## config.mk

```make
export PLATFORM = sky130hd
export DESIGN_NAME = alien_swarm
export DESIGN_NICKNAME = d
export VERILOG_FILES = /design/src/rtl/alien_swarm.sv
export SDC_FILE = /design/constraint.sdc
export NUM_CORES = 1
export LEC_CHECK = 0
export BUFFER_PORTS_ARGS = -buffer_cell sky130_fd_sc_hd__buf_4
export CAP_MARGIN = 30
export CELL_PAD_IN_SITES_DETAIL_PLACEMENT = 0
export CELL_PAD_IN_SITES_GLOBAL_PLACEMENT = 2
export CORE_AREA = 2 2 114 144
export DETAILED_ROUTE_END_ITERATION = 8
export DIE_AREA = 0 0 116 146
export PLACE_DENSITY_LB_ADDON = 0.1
export SLEW_MARGIN = 20
export SYNTH_ARGS = -nofsm -noshare
export SYNTH_HDL_FRONTEND = slang
export SYNTH_SLANG_ARGS = --single-unit
```

## constraint.sdc

```tcl
create_clock -name clk -period 6.3 [get_ports clk]
set_clock_uncertainty 0.2 [all_clocks]
set_input_delay 0.945 -clock clk [delete_from_list [all_inputs] [get_ports clk]]
set_output_delay 0.945 -clock clk [all_outputs]
set_load 0.05 [all_outputs]
```

## src/rtl/alien_swarm.sv

```systemverilog
// alien_swarm: invader grid, swarm march, laser collision and per-pixel sprite output.
// Game state advances once per frame on the rising edge of the synchronised vsync.
module alien_swarm #(
  parameter int COLS            = 8,
  parameter int ROWS            = 4,
  parameter int SPACING         = 32,
  parameter int ALIEN_W         = 24,
  parameter int ALIEN_H         = 16,
  parameter int START_X         = 64,
  parameter int START_Y         = 48,
  parameter int STEP_X          = 4,
  parameter int STEP_Y          = 16,
  parameter int FRAMES_PER_STEP = 30,
  parameter int LEFT_BOUND      = 16,
  parameter int RIGHT_BOUND     = 624,
  parameter int BOTTOM_LIMIT    = 420
) (
  input  logic       clk,
  input  logic       rst_n,
  input  logic       vsync,
  input  logic [9:0] hpos,
  input  logic [9:0] vpos,
  input  logic       reset_game,
  input  logic       laser_active,
  input  logic [9:0] laser_x,
  input  logic [9:0] laser_y,
  output logic       alien_gfx,
  output logic       hit_alien,
  output logic [5:0] score_add,
  output logic       wave_clear,
  output logic       invaded
);
  localparam int N  = COLS * ROWS;
  localparam int SH = $clog2(SPACING);
  localparam int IW = (N > 1) ? $clog2(N) : 1;
  localparam int FW = (FRAMES_PER_STEP > 1) ? $clog2(FRAMES_PER_STEP) : 1;
  localparam logic [10:0] GW   = 11'((COLS - 1) * SPACING + ALIEN_W);
  localparam logic [10:0] GH   = 11'((ROWS - 1) * SPACING + ALIEN_H);
  localparam logic [10:0] MASK = 11'(SPACING - 1);
  localparam logic [10:0] AW   = 11'(ALIEN_W);
  localparam logic [10:0] AH   = 11'(ALIEN_H);
  localparam logic DIR_RIGHT = 1'b0;
  localparam logic DIR_LEFT  = 1'b1;

  logic [1:0]    vs_q, vs_d;
  logic [N-1:0]  alive_q, alive_d;
  logic [9:0]    sx_q, sx_d, sy_q, sy_d;
  logic          dir_q, dir_d;
  logic [FW-1:0] cnt_q, cnt_d;
  logic          hit_q, hit_d;
  logic [5:0]    score_q, score_d;
  logic          invaded_q, invaded_d;

  logic          tick;
  logic [10:0]   ldx, ldy, lrow;
  logic          laser_hit;
  logic [5:0]    pts;

  function automatic logic [IW-1:0] cell_idx(input logic [10:0] dx, input logic [10:0] dy);
    cell_idx = IW'((dy >> SH) * 11'(COLS) + (dx >> SH));
  endfunction

  // Negative offsets show up as bit 10 set, so the unsigned range checks stay simple.
  function automatic logic inside_f(input logic [9:0] px, input logic [9:0] py,
                                    input logic [9:0] ox, input logic [9:0] oy,
                                    input logic [N-1:0] alv);
    logic [10:0] dx;
    logic [10:0] dy;
    dx = {1'b0, px} - {1'b0, ox};
    dy = {1'b0, py} - {1'b0, oy};
    if (!dx[10] && !dy[10] && dx < GW && dy < GH && (dx & MASK) < AW && (dy & MASK) < AH) begin
      inside_f = alv[cell_idx(dx, dy)];
    end else begin
      inside_f = 1'b0;
    end
  endfunction

  assign tick       = vs_q[0] & ~vs_q[1];
  assign ldx        = {1'b0, laser_x} - {1'b0, sx_q};
  assign ldy        = {1'b0, laser_y} - {1'b0, sy_q};
  assign lrow       = ldy >> SH;
  assign laser_hit  = laser_active && !invaded_q && inside_f(laser_x, laser_y, sx_q, sy_q, alive_q);
  assign wave_clear = (alive_q == {N{1'b0}});
  assign alien_gfx  = !invaded_q && inside_f(hpos, vpos, sx_q, sy_q, alive_q);
  assign hit_alien  = hit_q;
  assign score_add  = score_q;
  assign invaded    = invaded_q;

  always_comb begin
    case (lrow)
      11'd0:   pts = 6'd30;
      11'd1:   pts = 6'd20;
      default: pts = 6'd10;
    endcase
  end

  always_comb begin
    vs_d      = {vs_q[0], vsync};
    alive_d   = alive_q;
    sx_d      = sx_q;
    sy_d      = sy_q;
    dir_d     = dir_q;
    cnt_d     = cnt_q;
    hit_d     = hit_q;
    score_d   = score_q;
    invaded_d = invaded_q;
    if (reset_game || (tick && wave_clear)) begin
      alive_d   = {N{1'b1}};
      sx_d      = 10'(START_X);
      sy_d      = 10'(START_Y);
      dir_d     = DIR_RIGHT;
      cnt_d     = {FW{1'b0}};
      hit_d     = 1'b0;
      score_d   = 6'd0;
      invaded_d = reset_game ? 1'b0 : invaded_q;
    end else if (tick) begin
      if (laser_hit) begin
        alive_d[cell_idx(ldx, ldy)] = 1'b0;
        hit_d   = 1'b1;
        score_d = pts;
      end else begin
        hit_d   = 1'b0;
        score_d = 6'd0;
      end
      if (invaded_q) begin
        cnt_d = cnt_q;
      end else if (cnt_q == FW'(FRAMES_PER_STEP - 1)) begin
        cnt_d = {FW{1'b0}};
        // An edge step only drops and reverses; the next step moves horizontally.
        if (dir_q == DIR_RIGHT) begin
          if ({1'b0, sx_q} + GW + 11'(STEP_X) > 11'(RIGHT_BOUND)) begin
            sy_d  = sy_q + 10'(STEP_Y);
            dir_d = DIR_LEFT;
          end else begin
            sx_d = sx_q + 10'(STEP_X);
          end
        end else begin
          if (sx_q < 10'(LEFT_BOUND + STEP_X)) begin
            sy_d  = sy_q + 10'(STEP_Y);
            dir_d = DIR_RIGHT;
          end else begin
            sx_d = sx_q - 10'(STEP_X);
          end
        end
        if ((alive_d != {N{1'b0}}) && (({1'b0, sy_d} + GH) >= 11'(BOTTOM_LIMIT))) begin
          invaded_d = 1'b1;
        end else begin
          invaded_d = invaded_q;
        end
      end else begin
        cnt_d = cnt_q + FW'(1);
      end
    end else begin
      hit_d = hit_q;
    end
  end

  always_ff @(posedge clk or negedge rst_n) begin
    if (!rst_n) begin
      vs_q      <= 2'b00;
      alive_q   <= {N{1'b1}};
      sx_q      <= 10'(START_X);
      sy_q      <= 10'(START_Y);
      dir_q     <= DIR_RIGHT;
      cnt_q     <= {FW{1'b0}};
      hit_q     <= 1'b0;
      score_q   <= 6'd0;
      invaded_q <= 1'b0;
    end else begin
      vs_q      <= vs_d;
      alive_q   <= alive_d;
      sx_q      <= sx_d;
      sy_q      <= sy_d;
      dir_q     <= dir_d;
      cnt_q     <= cnt_d;
      hit_q     <= hit_d;
      score_q   <= score_d;
      invaded_q <= invaded_d;
    end
  end

endmodule

```

After elaboration in Yosys (flattened, before gate mapping) --
Cells that the tools add are included.
Storage, ports and cells: memory bits (writable) 0, memory bits (read-only) 0, latch bits 0, memories 0, flip-flop bits (word level) 68
Operators by class: reductions and logical operators 31, bitwise operators 4, equality and inequality tests 6, order comparisons 14, add/sub/neg operators 13, shifts and indexed selects 0, mux-type cells 55, div/mod/pow operators 0, multipliers 0
Operators with widths (count):
- $mux W10 | 18
- $mux W32 | 5
- $sub A10 B10 Y11 | 4
- $and A32 B32 Y32 | 1
- $logic_not A32 Y1 | 1
- $not A32 Y32 | 1
- $reduce_bool A32 Y1 | 1
- $mux W5 | 5
- $lt A11 B7 Y1 const B | 2
- $lt A11 B8 Y1 const B | 2
- $mux W1 | 21
- $lt A5 B5 Y1 const B | 4
- $logic_and A1 B1 Y1 | 16
- $lt A5 B6 Y1 const B | 2
- $mux W6 | 2
- $add A10 B7 Y11 const B | 1
- $add A10 B8 Y11 const B | 1
- $add A11 B3 Y11 const B | 1
- $ge A11 B9 Y1 const B | 1
- $gt A11 B10 Y1 const B | 1
- $logic_not A11 Y1 | 1
- $add A10 B3 Y10 const B | 1
- $add A10 B5 Y10 const B | 1
- $add A5 B5 Y5 | 2
- 20 further kinds | 28

Depth between registers and ports, before layout --
Gate-level depths: netlist of the first run.
word-level depth 19, depth in mapped cells 17, gate-level depth less buffers 16

Worst setup path after synthesis of the first run --
Ideal clock, no wire load.
path kind input port to output port, from input port hpos[2], to output port alien_gfx, setup slack 1348 ps, arrival time 3807 ps, stages on the path 13, required time 5155 ps, path buffers 0, path through ha_1 -> o21a_1 -> o21ai_0 -> a21boi_0 -> o21a_1 -> o21a_1 -> or2_2 -> xor2_1 -> ha_1 -> xnor2_1 -> xnor2_1 -> mux2i_1 -> o2111a_1
On the way: word-level cells in the longest chain between the ends 9, elaborated cells between the ends (all ways) 14, classes of those cells 2 x add/sub; 2 x order compare; 3 x mux; 7 x reduce/logical
Ends and longest elaborated chain:
- start, declared | RTL line 21 | input logic [9:0] hpos,
- $sub A10 B10 Y11 * | RTL line 69 | dx = {1'b0, px} - {1'b0, ox};
- branches (longest 6 deep; another with $add A5 B5 Y5)
- $mux W1 * | RTL line 71 | if (!dx[10] && !dy[10] && dx < GW && dy < GH && (dx & MASK) < AW && (dy & MASK) < AH) begin
- $logic_and A1 B1 Y1 * | RTL line 84 | assign alien_gfx = !invaded_q && inside_f(hpos, vpos, sx_q, sy_q, alive_q);
- end, declared | RTL line 27 | output logic alien_gfx,
Every way passes the cells marked *. The select of a mux whose other input is x is not followed.

Worst setup path after layout of the first run --
Ends and elaborated chain as after synthesis.

==> reports/summary.txt, run 1 <==
CTS hold repair buffers: 0
Post-synth cell types: 74
Io pins: 55
Cell Int Power: 0.7263 mW
Pleak: 2.417 nW
Die width: 116 um
Placer Congestion: 0.9131
Sequential share of power: 36.2%
Antenna Violating Nets Remaining: 0
Combinational share of power: 22.1%
Top FF cell, synth: dfstp_2
Syn avg cell area: 8.706 um^2
Max Clk Rate: 183.6 MHz
Initial antenna violation count: 0
DIE HEIGHT: 146 um
Final hold vios: 0
Tot GR Track Use: 20.90%
Die area: 16940 um^2
Register bit count reported by yosys: 58
Status: completed
Deepest clock path buffer count: 2
CTS root buf: clkbuf_16
Most Crowded Layer GR: met2
Post-Synthesis Cells: 615
M3 GR Usage: 3.623%
Switching share of power: 30.57%
Setup CP Type: in2out
DP Area: 5933 um^2
Pre-CTS setup slack: 0.2916 ns
RSZ-0062 raised after global routing: no
Max cap viols: 0
Post-layout nets: 749
H-tree depth: 3
CTS tree: built
CP Max Fanout: 7
Starting DRT DRC Count: 287
Synth top area share: 17.18%
Number of synthesis warnings: 0
R2R depth: 17
Row count: 51
Largest vdd supply drop: 0.1004 mV
Initial core utilization: 34.67%
CP startpoint kind: input port
Worst Path Required: 5.15 ns
Routed vias/inst: 5.667
Clk pin slew, worst setup/hold paths: 0.05 ns
Fin crit share: 86.47%
Pwr per Cell Area: 168.6 nW/um^2
Clk pwr share: 41.8%
Worst-Skew Late Latency: 0.34 ns
Min-Delay Endpoint: vs_q[1]$_DFF_PN0_
P_sw: 0.3198 mW
Area Growth Syn to Fin: 15.91%
Pins Over Slew Limit: 0
Cell taking the most area after synthesis: dfstp_2
Vias in the first global route: 4900
Diode count: 0
PortBufs: 40
Post-route DRC: 0
HPWL after detailed placement: 13.62 mm
Design Area, Final: 6206 um^2
Seq/Total Area, Yosys: 27.93%
CTS buffer count: 9
Clk sinks: 58
M2 GR Usage: 36.73%
TNS Setup: 0 ns
Worst setup margin: 0.8525 ns
Clock period minus worst slack: 5.448 ns
Hold Path Class: reg2reg
Cells on Worst Hold Path: 0
Layout cells sized above 1: 21.56%
Post-CTS sizing: 0
Post-DR wirelength/cell: 19.62 um
Worst-Margin Slew: 0.8001 ns
CP arrival: 4.30 ns
Mapped Area: 5354 um^2
Ys async rst share: 100.0%
Core Region: 15440 um^2
# setup viols final: 0
First-pass GRT wire length: 27.19 mm
R2R setup slack: 1.02 ns
1st-pass router iterations: 6
Post-synth EDFFs: 0
Setup Buffers After CTS: 0
Reg2reg start: sx_q[6]$_DFFE_PN1P_
Hold_sp: vs_q[0]$_DFF_PN0_
WL final: 17.27 mm
Worst R2R End: invaded$_DFFE_PN0P_
Grt ovf: 0
Slew margin rel.: 46.25%
Detailed-route via count: 4987
M1 GR Usage: 25.33%
Largest cells by area after synthesis: dfstp_2 17%, dfrtp_1 11%, ha_1 9.3%, mux4_2 6.7%, a21o_1 5.0%
Largest net degree at the start of global routing: 59
Setup crit end kind: output port
## worst max path at each step
| stage | startpoint | to | slack [ns] | cells after the start |
|---|---|---|---|---|
| detailed placement | laser_x[5] | invaded$_DFFE_PN0P_ | 0.29 | 16 |
| global placement | laser_x[5] | invaded$_DFFE_PN0P_ | 0.32 | 16 |
| global route | hpos[2] | alien_gfx | 0.60 | 13 |
| finish | hpos[2] | alien_gfx | 0.85 | 13 |
| floorplan | hpos[2] | alien_gfx | 1.35 | 13 |
| CTS | laser_x[5] | invaded$_DFFE_PN0P_ | 0.63 | 16 |
## worst max-delay path, stage by stage
cell and delay (ns):
buf_4 0.11, ha_1 0.30, o21a_1 0.18, o21ai_0 0.19
a21boi_0 0.18, o21a_1 0.23, o21a_1 0.19, nor2_2 0.49
mux4_2 0.58, mux2i_1 0.29, mux2i_1 0.14, o2111a_1 0.28
buf_4 0.20
## final cells by class
cell class              count  area [um^2]
clock buffers              13        240.2
well taps                 212        265.3
multi-input cells         505         3643
flip-flops and latches     58         1495
inverters                  33        123.9
clock inverters             3        17.52
repair buffers             56        420.4
fillers                  1608         9236
## per-layer routing
| layer | vias to the layer above | share of wire [%] |
|---|---|---|
| met2 | 138 | 51 |
| met5 | - | 0 |
| met3 | 30 | 4.3 |
| met4 | 0 | 2.7 |
| met1 | 2437 | 42 |
| li1 | 2382 | - |
## registers in the layout (all words and copies together) (netlist names)
name       flops
invaded        1
sx_q           8
hit_alien      1
vs_q           2
alive_q       32
sy_q           6
dir_q          1
cnt_q          5
score_add      2
## cells in the final DEF, fill, tap and decap left out, types with 6 or more instances in the layout
master,Yosys,routed
dfstp_2,35,35
a21o_1,36,36
and3_1,6,6
nor4_1,13,13
nand2_1,59,59
nand4_1,12,12
a21oi_1,39,39
clkbuf_16,0,9
xor2_1,8,8
mux2i_1,11,11
nor2_1,72,72
nand3_1,13,13
a211oi_1,9,9
nor2_2,6,6
nor3_1,26,26
ha_1,40,40
o21ai_0,19,19
inv_1,33,33
mux4_2,16,16
buf_4,5,55
dfrtp_1,23,23
or3_1,9,9
xnor2_1,16,16
## cells in the mapped netlist (13+ instances only)
cell,number
a21oi_1,39
nor4_1,13
xnor2_1,16
dfstp_2,35
o21ai_0,19
dfrtp_1,23
a21o_1,36
nor2_1,72
nand3_1,13
inv_1,33
ha_1,40
nor3_1,26
nand2_1,59
mux4_2,16
## power groups by stage
stage / Clock, mW / Combinational (mW) / Sequential [mW]
2_1_floorplan: 0 / 0.152 / 0.383
3_3_place_gp: 0 / 0.225 / 0.383
3_5_place_dp: 0 / 0.226 / 0.384
4_1_cts: 0.450 / 0.228 / 0.378
5_1_grt: 0.464 / 0.253 / 0.378
6_report: 0.437 / 0.231 / 0.378
## per-stage QoR
step | hold WS (ns) | util [%] | power [mW] | instances
2_1_floorplan | 0.1677 | - | 0.5351 | 616
3_3_place_gp | 0.1840 | 38.42 | 0.6088 | 862
4_1_cts | 0.2019 | 40.09 | 1.055 | 878
5_1_grt | 0.2236 | 40.19 | 1.095 | 880
6_report | 0.1930 | 40.19 | 1.046 | 880
3_5_place_dp | 0.1968 | 38.42 | 0.6096 | 862
## kinds of logic (layout without fill, tap and decap cells)
logic type | count (synthesis) | after routing | synth area share [%]
AND/OR/NAND/NOR | 241 | 241 | 22.01
XOR/XNOR | 28 | 28 | 5.469
adder cells (fa/ha/maj) | 41 | 41 | 9.722
multiplexers | 28 | 28 | 8.998
flip-flops | 58 | 58 | 27.93
AO/OA/AOI/OAI | 165 | 165 | 21.71
other | 1 | 2 | 0.07004
buffers and inverters | 53 | 105 | 4.090
Note: power is estimated with default switching activity, not from simulation.
==> inputs of run 2 (changes only) <==
==> constraint.sdc (replaced) <==
create_clock -name clk -period 6.3 [get_ports clk]
set_clock_uncertainty 0.2 [all_clocks]
set_input_delay 0.315 -clock clk [delete_from_list [all_inputs] [get_ports clk]]
set_output_delay 0.315 -clock clk [all_outputs]
set_load 0.05 [all_outputs]
==> run 2 against run 1 <==
Against the previous run:
- via count decreased by 0.60%
- critical path depth increased by 4
- setup slack got worse by 0.0076 ns
- register-to-register slack got worse by 0.18 ns
- sequential share of layout area increased by 0.078 points
- critical path type is now reg2reg
==> reports/summary.txt, run 2 (synthesis results as in run 1) <==
Status: completed
Initial core utilization: 34.67% (unchanged)
WL final: 17.89 mm (+3.6%)
Pins Over Slew Limit: 0 (unchanged)
CTS tree: built
Worst path cell trace: inv_1 > ha_1 > o21ai_0 > a221oi_1 > a21oi_1 > or2_2 > ha_1 > xnor2_1 > xnor3_1 > xor2_1 > buf_4 > nand3_1 > a2111oi_0 > o21ai_0 > a2111oi_2 > nand4_1 > o31a_1
Setup CP Type: reg2reg
Pleak: 2.395 nW (-0.88%)
H-tree depth: 3 (unchanged)
Clk pin slew, worst setup/hold paths: 0.06 ns (about the same)
Worst setup margin: 0.8449 ns (-0.007561 ns)
Reg with most FFs: alive_q
Worst-Skew Late Latency: 0.34 ns (about the same)
HPWL after detailed placement: 13.80 mm (+1.3%)
Fin crit share: 86.59% (+0.12 points)
Commonest non-fill, non-tap cell in the layout: nor2_1
Post-DR wirelength/cell: 20.45 um (+4.2%)
Placer Congestion: 0.9584 (+5.0%)
Layout cells sized above 1: 20.66% (-0.89 points)
Largest regs: alive_q (32), sx_q (8), sy_q (6)
Die area: 16940 um^2 (unchanged)
Largest stage delay on the critical path: 0.51 ns (-0.07 ns)
Pwr per Cell Area: 172.2 nW/um^2 (+2.2%)
Final hold vios: 0 (unchanged)
Io pins: 55 (unchanged)
TNS Setup: 0 ns (unchanged)
Starting DRT DRC Count: 290 (+1.0%)
Max reg flops: 32 (unchanged)
Deepest clock path buffer count: 2 (unchanged)
Clock period minus worst slack: 5.455 ns (+0.007561 ns)
CTS root buf: clkbuf_16
Largest vdd supply drop: 0.1379 mV (+37%)
CTS buffer count: 9 (unchanged)
CP Max Fanout: 9 (+2)
1st-pass router iterations: 7 (+1)
Area Growth Syn to Fin: 15.54%
CP startpoint kind: register
Setup Buffers After CTS: 0 (unchanged)
Vias in the first global route: 5027 (+2.6%)
Max cap viols: 0 (unchanged)
Grt ovf: 0 (unchanged)
Setup crit end kind: register
Most frequent cells in the layout: 72 x nor2_1, 59 x nand2_1, 48 x buf_4
DIE HEIGHT: 146 um (unchanged)
Worst-Margin Slew: 0.9515 ns (+0.1514 ns)
RSZ-0062 raised after global routing: no
Worst Path Required: 6.33 ns (+1.18 ns)
Post-route DRC: 0 (unchanged)
DP Area: 5888 um^2 (-0.76%)
Routed vias/inst: 5.665 (about the same)
Slew margin rel.: 36.33% (-9.9 points)
Clk sinks: 58 (unchanged)
Hold Path Class: reg2reg
Post-layout nets: 744 (-0.67%)
Largest net degree at the start of global routing: 59 (unchanged)
# setup viols final: 0 (unchanged)
PortBufs: 40 (unchanged)
CP max-delay cell: a221oi_1
Detailed-route via count: 4957 (-0.60%)
CP arrival: 5.48 ns (+1.18 ns)
Die width: 116 um (unchanged)
Row count: 51 (unchanged)
First-pass GRT wire length: 28.68 mm (+5.5%)
Antenna Violating Nets Remaining: 0 (unchanged)
Design Area, Final: 6186 um^2 (-0.32%)
Tot GR Track Use: 22.18% (+1.3 points)
Diode count: 0 (unchanged)
Initial antenna violation count: 0 (unchanged)
Core Region: 15440 um^2 (unchanged)
Max Clk Rate: 183.3 MHz (-0.14%)
Pre-CTS setup slack: 0.9585 ns (+0.6669 ns)
run 2: cell types whose count changed in the layout (fill, tap and decap cells not counted), sizes merged:
| cell | change |
|---|---|
| dlygate4sd3 | +3 |
| buf | -7 |
| clkbuf | -1 |
run 2: area by class of cell:
class	count	area (um^2)
fill	1650	9256
timing repair buffer	51	390.4
tap	212	265.3
multi-input combinational	505	3643
clock inverter	3	17.52
clock buffer	13	250.2
sequential	58	1495
inverter	33	123.9
run 2: power breakdown:
group          internal [mW]  switching [mW]  leakage [nW]
Clock                  0.276           0.180         0.130
Combinational         0.0839           0.148          1.58
Sequential             0.376         0.00199         0.683
run 2: metal layers:
layer  up-vias  GRT usage, %  wire length, um
met4         0         8.988              649
met3        44         3.998              834
met2       134         37.60             9025
met5         -             0                0
met1      2411         27.48             7384
li1       2368             -                -
run 2: path summary, 6_finish.rpt:
check	start	end	slack (ns)	depth (start not counted)
max	sx_q[3]$_DFFE_PN0P_	invaded$_DFFE_PN0P_	0.84	17
min reg2reg	vs_q[0]$_DFF_PN0_	vs_q[1]$_DFF_PN0_	0.20	0
max in group asynchronous	rst_n	vs_q[0]$_DFF_PN0_	5.02	2
min	vs_q[0]$_DFF_PN0_	vs_q[1]$_DFF_PN0_	0.20	0
max reg2reg	sx_q[3]$_DFFE_PN0P_	invaded$_DFFE_PN0P_	0.84	17
min in group asynchronous	rst_n	sy_q[6]$_DFFE_PN0P_	0.39	2
run 2: critical path, delay by kind of cell (launching register included):
family / cells / cell delay (ns)
fa+ha+maj: 2 / 0.50
simple gates: 3 / 0.73
buf+inv: 2 / 0.37
flops: 1 / 0.46
xor+xnor: 3 / 0.83
compound gates: 7 / 2.24
run 2: repair_timing:
| item | CTS | global route |
|---|---|---|
| hold endpoints to repair | 27 | 0 |
| gates resized for setup | 0 | 0 |
| hold buffers | 3 | 0 |
run 2: metrics by stage:
| stage | power, mW | hold slack, ns | cells | util (%) |
|---|---|---|---|---|
| 2_1_floorplan | 0.5351 | -0.1806 | 616 | - |
| 3_3_place_gp | 0.6093 | 0.1813 | 855 | 38.08 |
| 3_5_place_dp | 0.6117 | 0.1903 | 856 | 38.13 |
| 4_1_cts | 1.080 | 0.2016 | 875 | 40.06 |
| 5_1_grt | 1.116 | 0.2273 | 875 | 40.06 |
| 6_report | 1.065 | 0.1957 | 875 | 40.06 |
==> inputs of run 3 (changes only) <==
--- a/config.mk
+++ b/config.mk
@@ -6,13 +6,9 @@
 export NUM_CORES = 1
 export LEC_CHECK = 0
 export BUFFER_PORTS_ARGS = -buffer_cell sky130_fd_sc_hd__buf_4
-export CAP_MARGIN = 30
-export CELL_PAD_IN_SITES_DETAIL_PLACEMENT = 0
-export CELL_PAD_IN_SITES_GLOBAL_PLACEMENT = 2
 export CORE_AREA = 2 2 114 144
 export DETAILED_ROUTE_END_ITERATION = 8
 export DIE_AREA = 0 0 116 146
-export PLACE_DENSITY_LB_ADDON = 0.1
 export SLEW_MARGIN = 20
 export SYNTH_ARGS = -nofsm -noshare
 export SYNTH_HDL_FRONTEND = slang
==> constraint.sdc (replaced) <==
create_clock -name clk -period 4.7 [get_ports clk]
set_clock_uncertainty 0.2 [all_clocks]
set_input_delay 0.235 -clock clk [delete_from_list [all_inputs] [get_ports clk]]
set_output_delay 0.235 -clock clk [all_outputs]
set_load 0.05 [all_outputs]
==> run 3 against run 2 <==
Against the previous run:
- via count grew 3.9%
- hold slack gained 0.070 ns
- setup slack lost 0.73 ns
- first-iteration DRC count increased by 5.9%
- register-to-register slack got worse by 0.73 ns
- critical endpoint unchanged
==> reports/summary.txt, run 3 (synthesis results as in run 1) <==
Clk sinks: 58 (unchanged)
Worst path cell trace: inv_1 > ha_1 > inv_1 > a221oi_2 > a21oi_2 > or2_4 > ha_1 > xnor2_1 > xnor3_2 > buf_6 > xnor2_4 > mux2i_2 > a21oi_2 > nand2_1 > a2111oi_2 > buf_4 > nand4_1 > o31a_1
Vias in the first global route: 5287 (+5.2%)
Post-DR wirelength/cell: 18.93 um (-7.4%)
Initial core utilization: 34.67% (unchanged)
Worst-Margin Slew: 0.7624 ns (-0.1892 ns)
Tot GR Track Use: 21.81% (-0.37 points)
Area Growth Syn to Fin: 27.34%
1st-pass router iterations: 6 (-1)
Routed vias/inst: 5.515 (-2.7%)
CTS root buf: clkbuf_16
Most frequent cells in the layout: 104 x buf_4, 72 x nor2_1, 59 x nand2_1
Die width: 116 um (unchanged)
Hold Path Class: reg2reg
RSZ-0062 raised after global routing: yes
CP arrival: 4.62 ns (-0.86 ns)
Worst-Skew Late Latency: 0.35 ns (about the same)
Placer Congestion: 0.9503 (-0.85%)
Pins Over Slew Limit: 0 (unchanged)
CTS tree: built
Core Region: 15440 um^2 (unchanged)
CP delay by family, top: compound AO/OA/AOI/OAI gates
Largest net degree at the start of global routing: 59 (unchanged)
PortBufs: 40 (unchanged)
Max cap viols: 0 (unchanged)
CP Max Fanout: 7 (-2)
Layout cells sized above 1: 29.50% (+8.8 points)
Io pins: 55 (unchanged)
# setup viols final: 0 (unchanged)
Worst Path Required: 4.73 ns (-1.60 ns)
Initial antenna violation count: 0 (unchanged)
Post-route DRC: 0 (unchanged)
Status: completed
Detailed-route via count: 5151 (+3.9%)
Pleak: 2.741 nW (+14%)
Diode count: 0 (unchanged)
Die area: 16940 um^2 (unchanged)
Largest regs: alive_q (32), sx_q (8), sy_q (6)
Starting DRT DRC Count: 307 (+5.9%)
Largest vdd supply drop: 0.1686 mV (+22%)
Post-layout nets: 804 (+8.1%)
Antenna Violating Nets Remaining: 0 (unchanged)
Row count: 51 (unchanged)
Largest stage delay on the critical path: 0.52 ns (about the same)
H-tree depth: 3 (unchanged)
First-pass GRT wire length: 28.27 mm (-1.4%)
Grt ovf: 0 (unchanged)
Slew margin rel.: 49.18% (+13 points)
Max Clk Rate: 218.1 MHz (+19%)
TNS Setup: 0 ns (unchanged)
Worst Setup SP: sx_q[6]$_DFFE_PN1P_
CP max-delay cell: dfstp_2
Fillcell total: 1534 (-7.0%)
CTS buffer count: 9 (unchanged)
Reg2reg start: sx_q[6]$_DFFE_PN1P_
Hold_sp: vs_q[0]$_DFF_PN0_
WL final: 17.69 mm (-1.2%)
Deepest clock path buffer count: 2 (unchanged)
Commonest non-fill, non-tap cell in the layout: buf_4
Reg with most FFs: alive_q
Max reg flops: 32 (unchanged)
Setup crit end kind: register
DIE HEIGHT: 146 um (unchanged)
Fin crit share: 97.56% (+11 points)
Worst Path Buf+Inv: 4 (+2)
Pwr per Cell Area: 229.6 nW/um^2 (+33%)
HPWL after detailed placement: 13.76 mm (-0.33%)
CP startpoint kind: register
Clk pin slew, worst setup/hold paths: 0.05 ns (about the same)
Clock period minus worst slack: 4.586 ns (-0.8696 ns)
Finished Core Util: 44.15% (+4.1 points)
Final hold vios: 0 (unchanged)
Setup CP Type: reg2reg
## run 3: cell count changes in the layout (fill, tap and decap cells not counted), sizes merged
cell,before,now
buf,48,108
bufinv,0,1
clkbuf,13,12
clkinvlp,1,0
## run 3: repair_timing
item / CTS / global route
hold buffers: 3 / 0
setup buffers: 0 / 2
pin swaps: 0 / 10
resized for setup: 5 / 19
endpoints found under the hold margin: 27 / 0
endpoints found under the setup margin: 33 / 34
## run 3: report_power, final
group          total (mW)  switching, mW  internal, mW
logic               0.388          0.221         0.167
clock network       0.670          0.236         0.434
registers           0.507        0.00302         0.504
total                1.57          0.460          1.10
## run 3: routing by layer
metal	global-route usage, %	routed length, um	up-vias	share of wire [%]
met2	37.92	9050	135	51
met3	3.290	679	32	3.8
met5	0	0	-	0
li1	-	-	2492	-
met4	9.881	604	0	3.4
met1	26.12	7351	2492	42
## run 3: worst paths after layout
path	slack, ns	endpoint	cells past startpoint
hold / removal	0.27	vs_q[1]$_DFF_PN0_	0
setup / recovery	0.11	invaded$_DFFE_PN0P_	18
hold reg to reg	0.27	vs_q[1]$_DFF_PN0_	0
min in group asynchronous	0.30	hit_alien$_DFFE_PN0P_	2
max in group asynchronous	3.49	sx_q[2]$_DFFE_PN0P_	2
setup reg to reg	0.11	invaded$_DFFE_PN0P_	18
## run 3: cell type report
cell class | count | area [um^2] | area share, %
clock inverters | 3 | 40.04 | 0.5873
flip-flops and latches | 58 | 1495 | 21.93
inverters | 33 | 123.9 | 1.817
multi-input cells | 505 | 3764 | 55.20
clock buffers | 12 | 256.5 | 3.762
repair buffers | 111 | 873.3 | 12.81
well taps | 212 | 265.3 | 3.891
## run 3: metrics by stage
| step | hold WS (ns) | setup WS, ns | power, mW | area (um^2) | instances |
|---|---|---|---|---|---|
| finish | 0.2655 | 0.1145 | 1.565 | 6818 | 934 |
| floorplan | -0.2606 | 0.1947 | 0.7173 | 5358 | 616 |
| global route | 0.2828 | -0.1192 | 1.629 | 6818 | 934 |
| global placement | 0.1487 | -0.1879 | 0.8677 | 6349 | 914 |
| detailed placement | 0.1473 | -0.2370 | 0.8703 | 6349 | 914 |
| CTS | 0.2584 | 0.01669 | 1.554 | 6699 | 932 |
